===== config.mk =====
export PLATFORM = sky130hd
export DESIGN_NAME = fifo_wptr_full_flat
export DESIGN_NICKNAME = d
export VERILOG_FILES = /design/src/rtl/fifo_pkg.sv /design/src/rtl/fifo_wptr_full_if.sv /design/src/rtl/fifo_bin2gray.sv /design/src/rtl/fifo_wptr_full.sv /design/src/flat_wrapper.sv
export SDC_FILE = /design/constraint.sdc
export NUM_CORES = 1
export LEC_CHECK = 0
export CAP_MARGIN = 20
export CELL_PAD_IN_SITES_DETAIL_PLACEMENT = 0
export CELL_PAD_IN_SITES_GLOBAL_PLACEMENT = 2
export CORE_MARGIN = 2
export CORE_UTILIZATION = 25
export DETAILED_ROUTE_END_ITERATION = 16
export GPL_ROUTABILITY_DRIVEN = 0
export PLACE_DENSITY = 0.77
export SETUP_SLACK_MARGIN = 0.4
export SYNTH_ARGS = -nofsm -noshare
export SYNTH_HDL_FRONTEND = slang
export SYNTH_SLANG_ARGS = --single-unit

===== constraint.sdc =====
create_clock -name i_clk -period 4.8 [get_ports i_clk]
set_input_delay 0.72 -clock i_clk [delete_from_list [all_inputs] [get_ports i_clk]]
set_output_delay 0.72 -clock i_clk [all_outputs]
set_load 0.02 [all_outputs]

===== src/rtl/fifo_pkg.sv =====
// rtl/fifo_pkg.sv - pointer sizing and Gray-code helpers shared by the FIFO write and read sides.
package fifo_pkg;

  function automatic int ptr_width(input int addr_width);
    return addr_width + 1;
  endfunction

  function automatic int fifo_depth(input int addr_width);
    return 1 << addr_width;
  endfunction

  // 32-bit helpers; callers zero-extend narrower pointers and take the low bits back.
  function automatic logic [31:0] bin2gray(input logic [31:0] bin);
    return bin ^ (bin >> 1);
  endfunction

  function automatic logic [31:0] gray2bin(input logic [31:0] gray);
    logic [31:0] bin;
    bin = gray;
    for (int i = 1; i < 32; i++) bin = bin ^ (gray >> i);
    return bin;
  endfunction

endpackage


===== src/rtl/fifo_wptr_full_if.sv =====
// rtl/fifo_wptr_full_if.sv - write-side FIFO pointer bus; o_almost_full exists only with FIFO_ALMOST_FULL_EN.
interface fifo_wptr_full_if #(
  parameter int ADDR_WIDTH = 4
);
  import fifo_pkg::*;

  localparam int PW = ptr_width(ADDR_WIDTH);

  logic                  i_w_inc;
  logic [PW-1:0]         i_rq2_wptr;
  logic                  o_w_en;
  logic [ADDR_WIDTH-1:0] o_w_addr;
  logic [PW-1:0]         o_wptr_gray;
  logic                  o_full;
`ifdef FIFO_ALMOST_FULL_EN
  logic                  o_almost_full;
`endif

  modport master (
    output i_w_inc, i_rq2_wptr,
`ifdef FIFO_ALMOST_FULL_EN
    input  o_almost_full,
`endif
    input  o_w_en, o_w_addr, o_wptr_gray, o_full
  );

  modport slave (
    input  i_w_inc, i_rq2_wptr,
`ifdef FIFO_ALMOST_FULL_EN
    output o_almost_full,
`endif
    output o_w_en, o_w_addr, o_wptr_gray, o_full
  );

endinterface


===== src/rtl/fifo_bin2gray.sv =====
// rtl/fifo_bin2gray.sv - combinational binary to Gray conversion of a WIDTH-bit value.
module fifo_bin2gray #(
  parameter int WIDTH = 5
) (
  input  logic [WIDTH-1:0] bin,
  output logic [WIDTH-1:0] gray
);

  assign gray = bin ^ (bin >> 1);

endmodule


===== src/rtl/fifo_wptr_full.sv =====
// rtl/fifo_wptr_full.sv - async FIFO write pointer (binary + registered Gray) and registered full flag.
// Optional registered almost-full output enabled by FIFO_ALMOST_FULL_EN.
module fifo_wptr_full
  import fifo_pkg::*;
#(
  parameter int ADDR_WIDTH = 4,
  parameter int AF_MARGIN  = 2
) (
  input  logic                                 i_clk,
  input  logic                                 i_rst,
  fifo_wptr_full_if.slave                      bus
);

  localparam int PW = ptr_width(ADDR_WIDTH);

  logic [PW-1:0] wbin, wgray;
  logic [PW-1:0] wbin_next, wgray_next;
  logic [PW-1:0] full_cmp;
  logic          full_r;
  logic          w_accept;

  assign w_accept  = bus.i_w_inc & ~full_r;
  assign wbin_next = wbin + {{(PW-1){1'b0}}, w_accept};

  fifo_bin2gray #(.WIDTH(PW)) u_bin2gray (
    .bin  (wbin_next),
    .gray (wgray_next)
  );

  // Full when the write pointer has lapped the read pointer: top two Gray bits inverted, rest equal.
  assign full_cmp = {~bus.i_rq2_wptr[PW-1:PW-2], bus.i_rq2_wptr[PW-3:0]};

  always_ff @(posedge i_clk) begin
    if (i_rst) begin
      wbin   <= '0;
      wgray  <= '0;
      full_r <= 1'b0;
    end else begin
      wbin   <= wbin_next;
      wgray  <= wgray_next;
      full_r <= (wgray_next == full_cmp);
    end
  end

  assign bus.o_w_en      = w_accept;
  assign bus.o_w_addr    = wbin[ADDR_WIDTH-1:0];
  assign bus.o_wptr_gray = wgray;
  assign bus.o_full      = full_r;

`ifdef FIFO_ALMOST_FULL_EN
  localparam logic [PW-1:0] AF_THRESH = PW'(fifo_depth(ADDR_WIDTH) - AF_MARGIN);

  logic [PW-1:0] rbin;
  logic [PW-1:0] fill_next;
  logic          almost_full_r;

  always_comb begin
    rbin = '0;
    for (int i = 0; i < PW; i++) rbin[i] = ^(bus.i_rq2_wptr >> i);
  end

  assign fill_next = wbin_next - rbin;

  always_ff @(posedge i_clk) begin
    if (i_rst) almost_full_r <= 1'b0;
    else       almost_full_r <= (fill_next >= AF_THRESH);
  end

  assign bus.o_almost_full = almost_full_r;
`endif

endmodule


===== src/flat_wrapper.sv =====
// flat-port wrapper written by rule: the top's interface ports become plain ports
module fifo_wptr_full_flat import fifo_pkg::*;
#(
  parameter int ADDR_WIDTH = 4,
  parameter int AF_MARGIN  = 2
)
  (i_clk, i_rst, bus_i_w_inc, bus_i_rq2_wptr, bus_o_w_en, bus_o_w_addr, bus_o_wptr_gray, bus_o_full);
  fifo_wptr_full_if #(.ADDR_WIDTH(ADDR_WIDTH)) bus_i ();
  input  logic i_clk;
  input  logic i_rst;
  input wire logic [$bits(bus_i.i_w_inc)-1:0] bus_i_w_inc;
  input wire logic [$bits(bus_i.i_rq2_wptr)-1:0] bus_i_rq2_wptr;
  output wire logic [$bits(bus_i.o_w_en)-1:0] bus_o_w_en;
  output wire logic [$bits(bus_i.o_w_addr)-1:0] bus_o_w_addr;
  output wire logic [$bits(bus_i.o_wptr_gray)-1:0] bus_o_wptr_gray;
  output wire logic [$bits(bus_i.o_full)-1:0] bus_o_full;
  assign bus_i.i_w_inc = bus_i_w_inc;
  assign bus_i.i_rq2_wptr = bus_i_rq2_wptr;
  assign bus_o_w_en = bus_i.o_w_en;
  assign bus_o_w_addr = bus_i.o_w_addr;
  assign bus_o_wptr_gray = bus_i.o_wptr_gray;
  assign bus_o_full = bus_i.o_full;
  fifo_wptr_full #(.ADDR_WIDTH(ADDR_WIDTH), .AF_MARGIN(AF_MARGIN)) u_core (.i_clk(i_clk), .i_rst(i_rst), .bus(bus_i));
endmodule

==> summary.md <==
| Metric | Value |
|---|---|
| Status | finished clean |
| Die area | roughly 2300 um2 |
| Cell with the most instances after synthesis | dfxtp_1 |
| Startpoint Class | input port |
| PortBufs | 18 |
| Initial DRC count | 2 |
| WL per Instance | 9.42 um |
| CTS clk-pin slew, worst paths | 0.06 ns |
| Crit path top cell by count | clkdlybuf4s50_1 |
| Hold Slack | 0.620 ns |
| Hold Buf Count CTS | 0 |
| Ant diodes | 0 |
| Critical path buffers and inverters | 2 |
| Post-synth net total | 56 |
| Hold crit path type | flip-flop to flip-flop |
| Tmin final | 2.67 ns |
| Max-cap viol count | 0 |
| Yosys top cell area share | 0.419 |
| Rows | 15 |
| DIE HEIGHT | around 48 um |
| Maximum vdd drop | 0.145 mV |
| Post-CTS Setup Bufs | 0 |
| Worst Tran Pin Value | ~0.36 ns |
| DP Cell Count | 88 |
| Dpl hpwl | 704 um |
| GRT Overall Usage | 0.0827 |
| WL final | 867 um |
| Worst-path fanout max | 2 |
| Vias | ~370 |
| CP Class | input port to output pin |
| Leakage | roughly 0.27 nW |
| Synth Area in Adders | 0.0524 |
| RSZ-0062 raised after global routing | false |
| Clock skew | around 0.0051 ns |
| Post-synth EDFFs | 0 |
| Final Net Count | 78 |
| Via/cell ratio | 4.05 |
| Root Buffer | clkbuf_4 |
| Synth top cells by count | 10 x dfxtp_1, 9 x xnor2_1, 7 x nor2_1 |
| Final Max Tran Viols | 0 |
| FFs w/ async S/R, synth | 0 |
| Synth Area in XOR/XNOR | 0.306 |
| Clock sink count | 10 |
| Fin cells | 92 |
| Post-Syn Area | 478 um2 |
| IO Count | 19 |
| Max Freq | 375 MHz |
| Drt first pass iters | 2 |
| Share of post-route cells with drive strength above 1 | 0.104 |
| Total CTS buffers | 3 |
| Chip width | 47.7 um |
| Crit share post-route | 0.556 |
| Slowest cell on crit path | clkdlybuf4s50_1 |
| Starting Density | 0.271 |
| Post-synthesis compound-gate area fraction | 0.0445 |
| Synth Warn # | 0 |
| Slew headroom | 0.760 |
| Initial antenna violation count | 0 |
| Worst-skew pair later-pin latency | 0.26 ns |
| H-tree depth | 1 |
| Top delay family on crit path | buffers and inverters |
| Routed Antenna Nets | 0 |
| Core area | between 1500 and 2000 um2 |
| Mux share of post-synthesis cell area | 0 |
| CTS tree | done |
| Critical Path RT | 4.08 ns |
| Sequential area share after synthesis | 0.419 |
| Setup TNS | 0 ns |
| Largest net degree at the start of global routing | 11 |
| Simple-gate share of the synthesized area | 0.170 |
| Main combinational cell family by area after synthesis | XOR/XNOR gates |
| CTS resizes | 0 |
| Synth Flop Type | dfxtp_1 |
| #FFs+latches synth | 10 |
| Worst EP arrival | a little under 2 ns |
| Fill cells | 197 |
| First-pass GRT wire length | 1240 um |
| Pwr dens | 298 nW/um2 |
| Synth unique cells | 15 |
| Area growth syn-to-layout | 51.0% |
| Longest Clk Path Bufs | 2 |
| Post-synth top area cell | dfxtp_1 |
| Final Hold Fails | 0 |
| Residual DRC count | 0 |
| Final setup fails | 0 |
| Crit path cell chain | clkdlybuf4s50_1 -> nor2b_1 -> clkdlybuf4s50_1 |
| Vias in the first global route | between 200 and 300 |
| Overflow left after global routing | 0 |
| Syn_area_per_cell | between 10 and 15 um2 |
| PnR Total Power | between 200 and 250 uW |
| Syn Inst Count | 46 |
| Crit. End Element | output pin |
| Largest cells by area after synthesis | dfxtp_1 42%, xnor2_1 16%, xor2_1 7.3% |
| Slowest stage delay, CP | 0.62 ns |
[power breakdown]
part / total [mW] / leakage, nW / switching [mW] / internal (mW)
logic: 0.0511 / 0.164 / 0.0230 / 0.0281
registers: 0.0904 / 0.0814 / 0.00245 / 0.0880
clock network: 0.0737 / 0.0210 / 0.0277 / 0.0460
total: 0.215 / 0.267 / 0.0531 / 0.162
[stage by stage]
step | setup WS, ns | utilization | area, um2
6_report | 2.13 | 0.409 | 722
5_1_grt | 2.05 | 0.409 | 722
4_1_cts | 2.11 | 0.409 | 722
3_5_place_dp | 1.95 | 0.389 | 686
3_3_place_gp | 1.94 | 0.389 | 686
2_1_floorplan | 2.27 | - | 478
[metal layers]
| layer | vias up | routed length, um | track usage |
|---|---|---|---|
| met4 | 0 | 0 | 0.0162 |
| li1 | 192 | - | - |
| met2 | 14 | 381 | 0.109 |
| met1 | 167 | 394 | 0.102 |
| met5 | - | 0 | 0 |
| met3 | 0 | 91 | 0.0717 |
[final timing paths]
check,start,to,slack [ns],cells past startpoint
worst max-delay path,bus_i_w_inc,bus_o_w_en,2.13,3
worst min-delay path,u_core.wbin[3],u_core.wbin[3],0.62,2
worst max register to register,u_core.bus.o_full,u_core.bus.o_full,2.86,7
worst min register to register,u_core.wbin[3],u_core.wbin[3],0.62,2
[flip-flops by register name, indices dropped and copies added (netlist names)]
register                flops
u_core.bus.o_wptr_gray      5
u_core.bus.o_full           1
u_core.wbin                 4
[worst reg2reg max path: cells and delay by family, from the launching register on]
kind / cells / cell delay (ns)
adders and majority gates: 2 / 0.55
xor gates and xnor gates: 2 / 0.30
and+or+nand+nor: 3 / 0.70
DFF: 1 / 0.31
[cell families (layout without fill, tap and decap cells)]
family | count (synthesis) | after routing
compound gates | 3 | 3
flops | 10 | 10
buf+inv | 1 | 22
xor+xnor | 15 | 15
fa+ha+maj | 2 | 2
simple gates | 15 | 15
[layout by cell type, fill, tap and decap left out]
| master | count |
|---|---|
| ha_1 | 2 |
| xor2_1 | 4 |
| o22ai_1 | 1 |
| a21boi_0 | 2 |
| nand4_1 | 1 |
| nand3_1 | 1 |
| clkbuf_4 | 3 |
| and3_1 | 1 |
| clkbuf_8 | 1 |
| xnor2_2 | 2 |
| nor2b_1 | 3 |
| xnor2_1 | 9 |
| nor4_2 | 1 |
| nor2_1 | 7 |
| clkdlybuf4s50_1 | 18 |
| or3_1 | 1 |
| dfxtp_1 | 10 |
[layout make-up]
cell class / count / area, um2 / area share
Sequential cell: 10 / 200 / 0.277
Timing Repair Buffer: 18 / 180 / 0.250
Multi-Input combinational cell: 35 / 274 / 0.380
Clock buffer: 4 / 36.3 / 0.0503
Tap cell: 25 / 31.3 / 0.0433
Note: power is estimated with default switching activity, not from simulation.
